## src/rtl/lfsr_pkg.sv

```systemverilog
// Shared LFSR definitions: monitor FSM states, default width and maximal-length period.
// Used by the period monitor RTL and by lfsr benches.
package lfsr_pkg;

  localparam int DEFAULT_WIDTH = 16;
  localparam int unsigned MAXLEN_PERIOD = (32'd1 << DEFAULT_WIDTH) - 32'd1;

  typedef enum logic [1:0] {
    IDLE = 2'd0,
    ARM  = 2'd1,
    RUN  = 2'd2
  } mon_state_e;

endpackage

```

## src/rtl/lfsr_period_monitor_if.sv

```systemverilog
// Sample/control/result bundle of the LFSR period monitor.
// master drives start and samples; slave is the monitor producing results.
interface lfsr_period_monitor_if #(
  parameter int WIDTH = 16,
  parameter int CNT_W = WIDTH + 1,
  parameter int RUN_W = 8
);

  logic             start;
  logic [WIDTH-1:0] state_in;
  logic             valid_in;
  logic             busy;
  logic             done;
  logic [CNT_W-1:0] period;
  logic [CNT_W-1:0] ones_count;
  logic [RUN_W-1:0] max_run;
  logic             timeout;
  logic             zero_state;

  modport master (
    output start, state_in, valid_in,
    input  busy, done, period, ones_count, max_run, timeout, zero_state
  );

  modport slave (
    input  start, state_in, valid_in,
    output busy, done, period, ones_count, max_run, timeout, zero_state
  );

endinterface

```

## src/rtl/lfsr_period_monitor_run_tracker.sv

```systemverilog
// Tracks current and longest run of identical bits, saturating at 2^RUN_W-1.
// Updates on the edge where init or en is high; init has priority.
module lfsr_period_monitor_run_tracker #(
  parameter int RUN_W = 8
) (
  input  logic             clk,
  input  logic             reset,
  input  logic             bit_in,
  input  logic             en,
  input  logic             init,
  output logic [RUN_W-1:0] best_run
);

  localparam logic [RUN_W-1:0] RUN_MAX = '1;
  localparam logic [RUN_W-1:0] RUN_ONE = RUN_W'(1);

  logic             last_q, last_d;
  logic [RUN_W-1:0] cur_run_q, cur_run_d;
  logic [RUN_W-1:0] best_run_q, best_run_d;

  always_comb begin
    last_d     = last_q;
    cur_run_d  = cur_run_q;
    best_run_d = best_run_q;
    if (init) begin
      last_d     = bit_in;
      cur_run_d  = RUN_ONE;
      best_run_d = RUN_ONE;
    end else if (en) begin
      if (bit_in == last_q) begin
        cur_run_d = (cur_run_q == RUN_MAX) ? cur_run_q : cur_run_q + RUN_ONE;
      end else begin
        cur_run_d = RUN_ONE;
      end
      if (cur_run_d > best_run_q) begin
        best_run_d = cur_run_d;
      end
      last_d = bit_in;
    end
  end

  always_ff @(posedge clk or negedge reset) begin
    if (!reset) begin
      last_q     <= 1'b0;
      cur_run_q  <= '0;
      best_run_q <= '0;
    end else begin
      last_q     <= last_d;
      cur_run_q  <= cur_run_d;
      best_run_q <= best_run_d;
    end
  end

  assign best_run = best_run_q;

endmodule

```

## src/rtl/lfsr_period_monitor.sv

```systemverilog
// Measures LFSR period, bit-0 ones count and longest bit-0 run from a reference sample.
// done pulses the cycle after the edge that samples the repeat; valid_in=0 stalls without effect.
module lfsr_period_monitor
  import lfsr_pkg::*;
#(
  parameter int WIDTH = DEFAULT_WIDTH,
  parameter int CNT_W = WIDTH + 1,
  parameter int RUN_W = 8
) (
  input  logic                 clk,
  input  logic                 reset,
  lfsr_period_monitor_if.slave mon
);

  localparam logic [CNT_W-1:0] CNT_LIMIT = CNT_W'(64'd1 << WIDTH);
  localparam logic [CNT_W-1:0] CNT_ONE   = CNT_W'(1);

  mon_state_e       state_q, state_d;
  logic [WIDTH-1:0] ref_q, ref_d;
  logic [CNT_W-1:0] cnt_q, cnt_d, cnt_n;
  logic [CNT_W-1:0] ones_q, ones_d;
  logic [CNT_W-1:0] period_q, period_d;
  logic [CNT_W-1:0] ones_count_q, ones_count_d;
  logic [RUN_W-1:0] max_run_q, max_run_d;
  logic             timeout_q, timeout_d;
  logic             zero_state_q, zero_state_d;
  logic             done_q, done_d;
  logic             trk_init, trk_en;
  logic [RUN_W-1:0] best_run;

  lfsr_period_monitor_run_tracker #(.RUN_W(RUN_W)) u_run_tracker (
    .clk      (clk),
    .reset    (reset),
    .bit_in   (mon.state_in[0]),
    .en       (trk_en),
    .init     (trk_init),
    .best_run (best_run)
  );

  always_comb begin
    state_d      = state_q;
    ref_d        = ref_q;
    cnt_d        = cnt_q;
    ones_d       = ones_q;
    period_d     = period_q;
    ones_count_d = ones_count_q;
    max_run_d    = max_run_q;
    timeout_d    = timeout_q;
    zero_state_d = zero_state_q;
    done_d       = 1'b0;
    trk_init     = 1'b0;
    trk_en       = 1'b0;
    cnt_n        = cnt_q + CNT_ONE;
    case (state_q)
      IDLE: begin
        // Previous results stay visible until the next measurement completes.
        if (mon.start) begin
          state_d      = ARM;
          timeout_d    = 1'b0;
          zero_state_d = 1'b0;
        end
      end
      ARM: begin
        if (mon.valid_in) begin
          ref_d        = mon.state_in;
          cnt_d        = '0;
          ones_d       = CNT_W'(mon.state_in[0]);
          zero_state_d = (mon.state_in == '0);
          trk_init     = 1'b1;
          state_d      = RUN;
        end
      end
      RUN: begin
        if (mon.valid_in) begin
          if (mon.state_in == ref_q) begin
            period_d     = cnt_n;
            ones_count_d = ones_q;
            max_run_d    = best_run;
            done_d       = 1'b1;
            state_d      = IDLE;
          end else if (cnt_n == CNT_LIMIT) begin
            timeout_d    = 1'b1;
            period_d     = '0;
            ones_count_d = ones_q;
            max_run_d    = best_run;
            done_d       = 1'b1;
            state_d      = IDLE;
          end else begin
            // The repeat sample never reaches the counters or the run tracker.
            cnt_d  = cnt_n;
            ones_d = ones_q + CNT_W'(mon.state_in[0]);
            trk_en = 1'b1;
          end
        end
      end
      default: state_d = IDLE;
    endcase
  end

  always_ff @(posedge clk or negedge reset) begin
    if (!reset) begin
      state_q      <= IDLE;
      ref_q        <= '0;
      cnt_q        <= '0;
      ones_q       <= '0;
      period_q     <= '0;
      ones_count_q <= '0;
      max_run_q    <= '0;
      timeout_q    <= 1'b0;
      zero_state_q <= 1'b0;
      done_q       <= 1'b0;
    end else begin
      state_q      <= state_d;
      ref_q        <= ref_d;
      cnt_q        <= cnt_d;
      ones_q       <= ones_d;
      period_q     <= period_d;
      ones_count_q <= ones_count_d;
      max_run_q    <= max_run_d;
      timeout_q    <= timeout_d;
      zero_state_q <= zero_state_d;
      done_q       <= done_d;
    end
  end

  assign mon.busy       = (state_q != IDLE);
  assign mon.done       = done_q;
  assign mon.period     = period_q;
  assign mon.ones_count = ones_count_q;
  assign mon.max_run    = max_run_q;
  assign mon.timeout    = timeout_q;
  assign mon.zero_state = zero_state_q;

endmodule

```

## src/flat_wrapper.sv

```systemverilog
// flat-port wrapper written by rule: the top's interface ports become plain ports
module lfsr_period_monitor_flat import lfsr_pkg::*;
#(
  parameter int WIDTH = DEFAULT_WIDTH,
  parameter int CNT_W = WIDTH + 1,
  parameter int RUN_W = 8
)
  (clk, reset, mon_start, mon_state_in, mon_valid_in, mon_busy, mon_done, mon_period, mon_ones_count, mon_max_run, mon_timeout, mon_zero_state);
  lfsr_period_monitor_if #(.WIDTH(WIDTH), .CNT_W(CNT_W), .RUN_W(RUN_W)) mon_i ();
  input  logic clk;
  input  logic reset;
  input wire logic [$bits(mon_i.start)-1:0] mon_start;
  input wire logic [$bits(mon_i.state_in)-1:0] mon_state_in;
  input wire logic [$bits(mon_i.valid_in)-1:0] mon_valid_in;
  output wire logic [$bits(mon_i.busy)-1:0] mon_busy;
  output wire logic [$bits(mon_i.done)-1:0] mon_done;
  output wire logic [$bits(mon_i.period)-1:0] mon_period;
  output wire logic [$bits(mon_i.ones_count)-1:0] mon_ones_count;
  output wire logic [$bits(mon_i.max_run)-1:0] mon_max_run;
  output wire logic [$bits(mon_i.timeout)-1:0] mon_timeout;
  output wire logic [$bits(mon_i.zero_state)-1:0] mon_zero_state;
  assign mon_i.start = mon_start;
  assign mon_i.state_in = mon_state_in;
  assign mon_i.valid_in = mon_valid_in;
  assign mon_busy = mon_i.busy;
  assign mon_done = mon_i.done;
  assign mon_period = mon_i.period;
  assign mon_ones_count = mon_i.ones_count;
  assign mon_max_run = mon_i.max_run;
  assign mon_timeout = mon_i.timeout;
  assign mon_zero_state = mon_i.zero_state;
  lfsr_period_monitor #(.WIDTH(WIDTH), .CNT_W(CNT_W), .RUN_W(RUN_W)) u_core (.clk(clk), .reset(reset), .mon(mon_i));
endmodule
```

## config.mk

```make
export PLATFORM = sky130hd
export DESIGN_NAME = lfsr_period_monitor_flat
export DESIGN_NICKNAME = d
export VERILOG_FILES = /design/src/rtl/lfsr_pkg.sv /design/src/rtl/lfsr_period_monitor_if.sv /design/src/rtl/lfsr_period_monitor_run_tracker.sv /design/src/rtl/lfsr_period_monitor.sv /design/src/flat_wrapper.sv
export SDC_FILE = /design/constraint.sdc
export NUM_CORES = 1
export LEC_CHECK = 0
export BUFFER_PORTS_ARGS = -buffer_cell sky130_fd_sc_hd__buf_2
export CAP_MARGIN = 15
export CORE_ASPECT_RATIO = 0.75
export CORE_MARGIN = 3
export CORE_UTILIZATION = 46
export CTS_CLUSTER_SIZE = 20
export DETAILED_ROUTE_END_ITERATION = 16
export PLACE_DENSITY = 0.65
export REMOVE_ABC_BUFFERS = 1
export SLEW_MARGIN = 20
export SYNTH_ARGS = -nofsm -noshare
export SYNTH_HDL_FRONTEND = slang
export SYNTH_SLANG_ARGS = --single-unit
```

## constraint.sdc

```tcl
create_clock -name clk -period 4 [get_ports clk]
set_clock_uncertainty 0.05 [all_clocks]
set_input_delay 1.2 -clock clk [delete_from_list [all_inputs] [get_ports clk]]
set_output_delay 1.2 -clock clk [all_outputs]
set_load 0.1 [all_outputs]
```

==> results.toml, run 1 <==
[yosys]
syn_avg_cell_area_um2 = 10.3
synthDistinctLibCells = 58
yosysTopAreaCellShare = 0.475
async_flop_share = 1.00
synth_area_mm2 = 0.00601
synth_area_leaders = "dfrtp_1 47%, mux2_4 5.7%, nand2_1 5.7%"
synth_ff_type = "dfrtp_1"
synth_edf_count = 0
synthCells = 584
ys_ff_latch = 114
synth_top_area_cell = "dfrtp_1"
seq_area_frac_synth = 0.475
ys_warn_count = 0

[global_routing]
grt_max_degree = 55
grt_overflow = 0
grt_use_total = 0.196
antenna_found_initial = 1
grt_pass1_vias = 4634
grt_pass1_wl_um = 22800

[floorplan]
fp.dieH_um = 105
ioPinCount = 66
die-area_mm2 = 0.0145
core-area_mm2 = 0.0125
std_cell_rows = 35
initial_core_util = 0.480
die_w_um = 138

[sta]
fin_crit_sh = 0.910
rsz0062_at_grt = "false"
finalSetupViolCount = 0
maxSlewViolCount = 0
period_needed_ps = 3640
max_freq_ghz = 0.275
fin_ws_ps = 360
worst_pin_slew_ps = 721
timing.slew.headroom = 0.519
hold_violations = 0
whs_ps = 445

[placed_design]
pre_cts_ws_ps = 320
port_buffers = 65
dp.cells = 794
gp_congestion = 0.845
dp_hpwl_um = 9280

[clocking]
cts_root_buf = "clkbuf_16"
post-cts-setup-buffer-count = 0
cts.sinks = 114
cts_buffers = 17
cts_tree = "yes"
postCtsHoldBufs = 0
clockBufferDepth = 2
worstSkewPairLatency_ps = 410
clk_pin_slew_ps = 50
cts-resized-gates = 0
htreeDepth = 4

[route]
drtIter0Drc = 324
ant_nets = 0
wl_met1_um = 6450
route.met2.wl_um = 6200
wl_per_cell_um = 16.5
met3_length_um = 878
vias_per_cell = 5.65
num_vias = 4667
dr.max_layer_used = "met5"
first_pass_iters = 5
drc = 0
routed_wl_um = 13600

[final_layout]
drive_above_1_share = 0.244
finish.utilization = 0.572
layout_common_cells = "114 x dfrtp_1, 92 x nand2_1, 64 x buf_2"
layout_commonest_cell = "dfrtp_1"
area_growth_pct = 19.2
antenna_cells = 0
instances_no_fill = 826
final_nets = 680

[pwr]
p_per_area_mw_per_mm2 = 528
p_leak_nw = 3.64
ir_worst_vdd_uv = 385

[setup_path]
critical_path_arrival_ps = 3880
critPathCaptureType = "flop"
crit_path_start_kind = "flop"
crit_required_ps = 4240
worst-setup-path-type = "reg -> reg"
crit_fanout = 21

[hold_path]
hp-class = "reg -> reg"

[status]
status = "complete, no violations"

[run]
max-cap-violations = 0
through the flow:
step / setup TNS [ps] / cell area (µm²) / power, mW
finish: 0 / 7160 / 3.78
detailed placement: 0 / 6500 / 2.10
global placement: 0 / 6500 / 2.08
global route: 0 / 7160 / 3.96
CTS: 0 / 7160 / 3.81
floorplan: -2240 / 5830 / 1.86
cells in the mapped netlist, drive strengths merged, types with 2 or more instances:
cell type / instances
a221o: 3
mux2: 34
nand3: 28
and3: 5
nand2b: 7
o2bb2ai: 4
and4: 4
a31o: 2
a211oi: 6
mux2i: 14
nor3: 7
o211ai: 2
and2: 3
clkbuf: 14
o21bai: 2
nor2b: 3
a22o: 14
a21oi: 23
nand3b: 4
xor2: 30
buf: 20
nand4: 16
or3: 2
o21ai: 9
nor4: 17
or3b: 2
or2: 2
nor2: 34
a21o: 5
ha: 13
a31oi: 10
nand2: 93
inv: 15
xnor2: 9
nor3b: 3
dfrtp: 114
critical path: stages (launching register included):
cell,delay [ps]
dfrtp_1,500
ha_1,360
nand3_2,240
nor3_1,430
a41oi_1,230
nor4_4,500
nand2_2,120
a21o_2,460
buf_4,310
mux2_4,310
routing by layer:
layer  vias up  track usage
met5         -            0
met4         2       0.0444
met3         6       0.0621
met2       156        0.294
met1      2294        0.279
li1       2209            -
worst paths after layout:
path	slack (ps)	cells past startpoint	from	end
max in group asynchronous	2160	3	reset	u_core.ref_q[5]
worst max register to register	360	9	u_core.cnt_q[0]	u_core.mon.ones_count[9]
min in group asynchronous	800	1	reset	u_core.mon.period[5]
worst min-delay path	440	1	u_core.mon.period[10]	u_core.mon.period[10]
worst min register to register	440	1	u_core.mon.period[10]	u_core.mon.period[10]
worst max-delay path	360	9	u_core.cnt_q[0]	u_core.mon.ones_count[9]
final cells by class:
class	count	area, µm²
fillers	1094	5360
inverters	15	56.3
flip-flops and latches	114	2850
repair buffers	78	450
clock buffers	22	484
clock inverters	10	178
well taps	166	208
multi-input cells	421	2930
registers in the layout, summed over array words and instances (netlist names), 2 cells and up:
name                            cells
u_core.ones_q                      17
u_core.mon.max_run                  8
u_core.mon.period                  17
u_core.u_run_tracker.cur_run_q      8
u_core.state_q                      2
u_core.cnt_q                       17
u_core.ref_q                       16
u_core.mon.ones_count              17
u_core.u_run_tracker.best_run       8
where the power goes:
part | internal [mW] | switching, mW | total (mW) | leakage [nW]
combinational | 0.254 | 0.440 | 0.694 | 1.76
sequential | 1.27 | 0.118 | 1.39 | 1.55
clock | 1.17 | 0.524 | 1.69 | 0.326
kinds of logic (layout without fill, tap and decap cells):
| logic type | after synthesis | in the layout | synth area share |
|---|---|---|---|
| AOI/OAI and AO/OA | 90 | 90 | 0.107 |
| xor gates and xnor gates | 39 | 39 | 0.0569 |
| adders and majority gates | 13 | 13 | 0.0271 |
| buffers and inverters | 49 | 125 | 0.0387 |
| DFF | 114 | 114 | 0.475 |
| muxes | 48 | 48 | 0.101 |
| and+or+nand+nor | 231 | 231 | 0.195 |
(Power assumes the default switching activity.)
==> run 2: changes to the inputs <==
--- a/config.mk
+++ b/config.mk
@@ -13,6 +13,7 @@
 export CTS_CLUSTER_SIZE = 20
 export DETAILED_ROUTE_END_ITERATION = 16
 export PLACE_DENSITY = 0.65
+export RECOVER_POWER = 25
 export REMOVE_ABC_BUFFERS = 1
 export SLEW_MARGIN = 20
 export SYNTH_ARGS = -nofsm -noshare
==> results.toml, run 2 (synthesized netlist as in run 1, its figures left out) <==
[placed_design]
pre_cts_ws_ps = 320
gp_congestion = 0.845
dp.cells = 794
dp_hpwl_um = 9280
postPlaceCellArea_mm2 = 0.00650
port_buffers = 65

[route]
vias_per_cell = 5.65
first_pass_iters = 5
routed_wl_um = 13600
drtIter0Drc = 326
num_vias = 4669
wl_per_cell_um = 16.5
ant_nets = 0
drc = 0

[global_routing]
grt_pass1_vias = 4634
grt_overflow = 0
antenna_found_initial = 1
grt_use_total = 0.196
grt_max_degree = 55
grt_pass1_wl_um = 22800

[floorplan]
die_w_um = 138
std_cell_rows = 35
initial_core_util = 0.480
fp.dieH_um = 105
ioPinCount = 66
die-area_mm2 = 0.0145
core-area_mm2 = 0.0125

[final_layout]
antenna_cells = 0
final_nets = 680
finish.utilization = 0.570
area_growth_pct = 18.9
finalInstanceArea_mm2 = 0.00714
layout_common_cells = "114 x dfrtp_1, 92 x nand2_1, 63 x buf_2"
instances_no_fill = 826
layout_commonest_cell = "dfrtp_1"
drive_above_1_share = 0.242
fillers = 1096

[sta]
maxSlewViolCount = 0
finalSetupViolCount = 0
fin_ws_ps = 396
max_freq_ghz = 0.277
period_needed_ps = 3600
timing.slew.headroom = 0.0989
fin_crit_sh = 0.901
rsz0062_at_grt = "false"
worst_pin_slew_ps = 1350
hold_violations = 0

[run]
max-cap-violations = 0

[setup_path]
slowest_stage = "dfrtp_1"
cp_cell_sequence = "ha_1 > nand3_2 > nor3_1 > a41oi_1 > nor4_4 > nand2_2 > a21o_2 > buf_4 > mux2_4"
critPathCaptureType = "flop"
worst-setup-path-type = "reg -> reg"
crit_required_ps = 4240
crit_fanout = 21
crit_path_start_kind = "flop"
critPathMaxStageDelay_ps = 500
critical_path_arrival_ps = 3840

[pwr]
p_leak_nw = 3.63
p_per_area_mw_per_mm2 = 529
ir_worst_vdd_uv = 385
power_mw = 3.78

[status]
status = "complete, no violations"

[clocking]
worstSkewPairLatency_ps = 410
cts.sinks = 114
cts_root_buf = "clkbuf_16"
cts_buffers = 17
cts_tree = "yes"
clk_pin_slew_ps = 50
htreeDepth = 4
cts-resized-gates = 0
post-cts-setup-buffer-count = 0
postCtsHoldBufs = 0
clockBufferDepth = 2

[hold_path]
hp-class = "reg -> reg"
==> run 2: cell types whose count changed in the layout (fill, tap and decap cells not counted), sizes merged <==
| cell | before | now |
|---|---|---|
| buf | 78 | 75 |
| clkbuf | 22 | 25 |
==> run 2: path summary, 6_finish.rpt <==
kind                       slack [ps]                  start                        to  cells past startpoint
max                               400        u_core.cnt_q[0]  u_core.mon.ones_count[9]                      9
min                               440  u_core.mon.period[10]     u_core.mon.period[10]                      1
max reg2reg                       400        u_core.cnt_q[0]  u_core.mon.ones_count[9]                      9
min reg2reg                       440  u_core.mon.period[10]     u_core.mon.period[10]                      1
max in group asynchronous         830                  reset           u_core.ref_q[5]                      3
min in group asynchronous        1050                  reset      u_core.mon.period[5]                      1
==> run 2: layer usage <==
layer  wire, µm  global-route usage
met1       6500               0.279
met2       6190               0.294
met3        838              0.0621
met4         64              0.0444
met5          7                   0
==> run 2: final cells by class <==
type	instances	area, µm²	share of cell area
Multi-Input combinational cell	421	2930	0.411
Sequential cell	114	2850	0.399
Clock buffer	22	484	0.0678
Timing Repair Buffer	78	432	0.0604
Tap cell	166	208	0.0291
Clock inverter	10	178	0.0249
Inverter	15	56.3	0.00788
==> run 2: metrics by stage <==
step | TNS [ps] | hold WS (ps)
5_1_grt | 0 | 457
3_3_place_gp | 0 | 429
2_1_floorplan | -2240 | 395
3_5_place_dp | 0 | 433
6_report | 0 | 445
4_1_cts | 0 | 447
==> run 2: where the power goes <==
group	leakage (nW)	switching (mW)	internal (mW)
registers	1.55	0.119	1.27
logic	1.75	0.440	0.252
clock network	0.326	0.523	1.17
total	3.63	1.08	2.69
==> run 2: worst max-delay path, delay by kind of cell (launching register included) <==
family / cells / cell delay (ps)
compound gates: 2 / 680
flops: 1 / 500
buf+inv: 1 / 310
mux: 1 / 310
fa+ha+maj: 1 / 370
simple gates: 4 / 1270
==> run 3: changes to the inputs <==
--- a/config.mk
+++ b/config.mk
@@ -12,10 +12,10 @@
 export CORE_UTILIZATION = 46
 export CTS_CLUSTER_SIZE = 20
 export DETAILED_ROUTE_END_ITERATION = 16
-export PLACE_DENSITY = 0.65
 export RECOVER_POWER = 25
 export REMOVE_ABC_BUFFERS = 1
-export SLEW_MARGIN = 20
+export SLEW_MARGIN = 30
 export SYNTH_ARGS = -nofsm -noshare
 export SYNTH_HDL_FRONTEND = slang
+export SYNTH_HIERARCHICAL = 1
 export SYNTH_SLANG_ARGS = --single-unit
==> results.toml, run 3 <==
[placed_design]
postPlaceCellArea_mm2 = 0.00672
dp.cells = 829
gp_congestion = 0.842
dp_hpwl_um = 9650
port_buffers = 65
pre_cts_ws_ps = 113

[final_layout]
layout_commonest_cell = "dfrtp_1"
layout_common_cells = "114 x dfrtp_1, 82 x nand2_1, 63 x buf_2"
finalInstanceArea_mm2 = 0.00736
antenna_cells = 0
drive_above_1_share = 0.228
final_nets = 710
regArea_mm2 = 0.00285
fillers = 1169
multi_input_area_mm2 = 0.00315
area_growth_pct = 17.5
finish.utilization = 0.559
instances_no_fill = 861

[yosys]
yosysTopAreaCellShare = 0.456
synthDistinctLibCells = 71
synth_area_mm2 = 0.00626
synth_top_area_cell = "dfrtp_1"
synthMostInstantiatedCell = "dfrtp_1"
synthCells = 616
synth_top_cells_by_count = "114 x dfrtp_1, 82 x nand2_1, 46 x nand3_1, 29 x xnor2_1"
ys_warn_count = 6
synth_ff_type = "dfrtp_1"
async_flop_share = 1.00
syn_avg_cell_area_um2 = 10.2
ys_ff_latch = 114
seq_area_frac_synth = 0.456
synth_area_leaders = "dfrtp_1 46%, nand2_1 4.9%, xnor2_1 4.1%"
synth_edf_count = 0

[pwr]
p_per_area_mw_per_mm2 = 488
ir_worst_vdd_uv = 329
p_leak_nw = 3.67

[clocking]
clk_pin_slew_ps = 50
cts_buffers = 17
htreeDepth = 4
worstSkewPairLatency_ps = 410
cts_tree = "yes"
cts_root_buf = "clkbuf_16"
cts.sinks = 114
postCtsHoldBufs = 0
cts-resized-gates = 0
post-cts-setup-buffer-count = 0
clockBufferDepth = 2

[floorplan]
initial_core_util = 0.476
die_w_um = 141
std_cell_rows = 36
core-area_mm2 = 0.0132
die-area_mm2 = 0.0151
ioPinCount = 66
fp.dieH_um = 107

[setup_path]
crit_required_ps = 4280
crit_path_start_kind = "input pin"
critPathCaptureType = "flop"
worst-setup-path-type = "in -> reg"
crit_fanout = 12
critical_path_arrival_ps = 3800

[sta]
finalSetupViolCount = 0
period_needed_ps = 3520
max_freq_ghz = 0.284
maxSlewViolCount = 42
rsz0062_at_grt = "false"
fin_crit_sh = 0.881
hold_violations = 0
fin_ws_ps = 476
worst_pin_slew_ps = 2390
timing.slew.headroom = -0.595

[route]
routed_wl_um = 14200
vias_per_cell = 5.62
drc = 0
ant_nets = 0
wl_per_cell_um = 16.5
drtIter0Drc = 390
num_vias = 4843
first_pass_iters = 5

[global_routing]
antenna_found_initial = 0
grt_max_degree = 74
grt_use_total = 0.197
grt_overflow = 0
grt_pass1_wl_um = 23800
grt_pass1_vias = 4657

[run]
max-cap-violations = 1

[hold_path]
hp-class = "reg -> reg"

[status]
status = "finished, violations left"
violations = "max-capacitance violations, max-slew violations"
[run 3: kinds of logic (layout without fill, tap and decap cells)]
kind of cell               count (synthesis)  after routing  synth area share
DFF                                      114            114             0.456
AOI/OAI and AO/OA                        109            109             0.136
muxes                                     40             40            0.0775
xor gates and xnor gates                  34             34            0.0476
and+or+nand+nor                          251            251             0.214
buffers and inverters                     55            129            0.0434
adders and majority gates                 13             13            0.0260
[run 3: final cells by class]
type                            instances  area share
Sequential cell                       114       0.388
Tap cell                              171      0.0291
Inverter                               20      0.0105
Clock inverter                         11      0.0248
Timing Repair Buffer                   77      0.0573
Clock buffer                           21      0.0626
Multi-Input combinational cell        447       0.428
[run 3: final timing paths]
kind,depth (start not counted),end,start,slack (ps)
setup / recovery,10,u_core/u_run_tracker/best_run[0],mon_state_in[0],480
hold / removal,1,u_core/mon.period[3],u_core/mon.period[3],440
setup reg to reg,9,u_core/mon.ones_count[2],u_core/cnt_q[0],530
min in group asynchronous,1,u_core/mon.ones_count[10],reset,1470
max in group asynchronous,1,u_core/cnt_q[14],reset,1070
hold reg to reg,1,u_core/mon.period[3],u_core/mon.period[3],440
[run 3: critical path, stage by stage]
cell and delay, ps:
buf_2 150, xor2_1 150, buf_4 180, nor4_1 420
or2_2 190, ha_1 230, and4b_1 190, a211oi_1 340
o22a_1 530, mux2i_1 240
[run 3: report_power, final]
part | leakage (nW) | internal, mW | total [mW] | switching, mW
combinational | 1.84 | 0.243 | 0.562 | 0.319
clock | 0.317 | 1.13 | 1.65 | 0.515
sequential | 1.51 | 1.25 | 1.38 | 0.132
[run 3: layer usage]
layer,global-route usage,vias up,share of wire
met5,0,-,0
met4,0.0463,0,0.0052
met3,0.0522,8,0.055
met2,0.279,133,0.43
met1,0.301,2341,0.51
li1,-,2361,-
[run 3: stage by stage]
step	TNS (ps)	hold slack (ps)	power (mW)
floorplan	-14.5	416	1.78
global placement	0	424	1.93
detailed placement	0	419	1.96
CTS	0	441	3.62
global route	0	454	3.77
finish	0	438	3.59
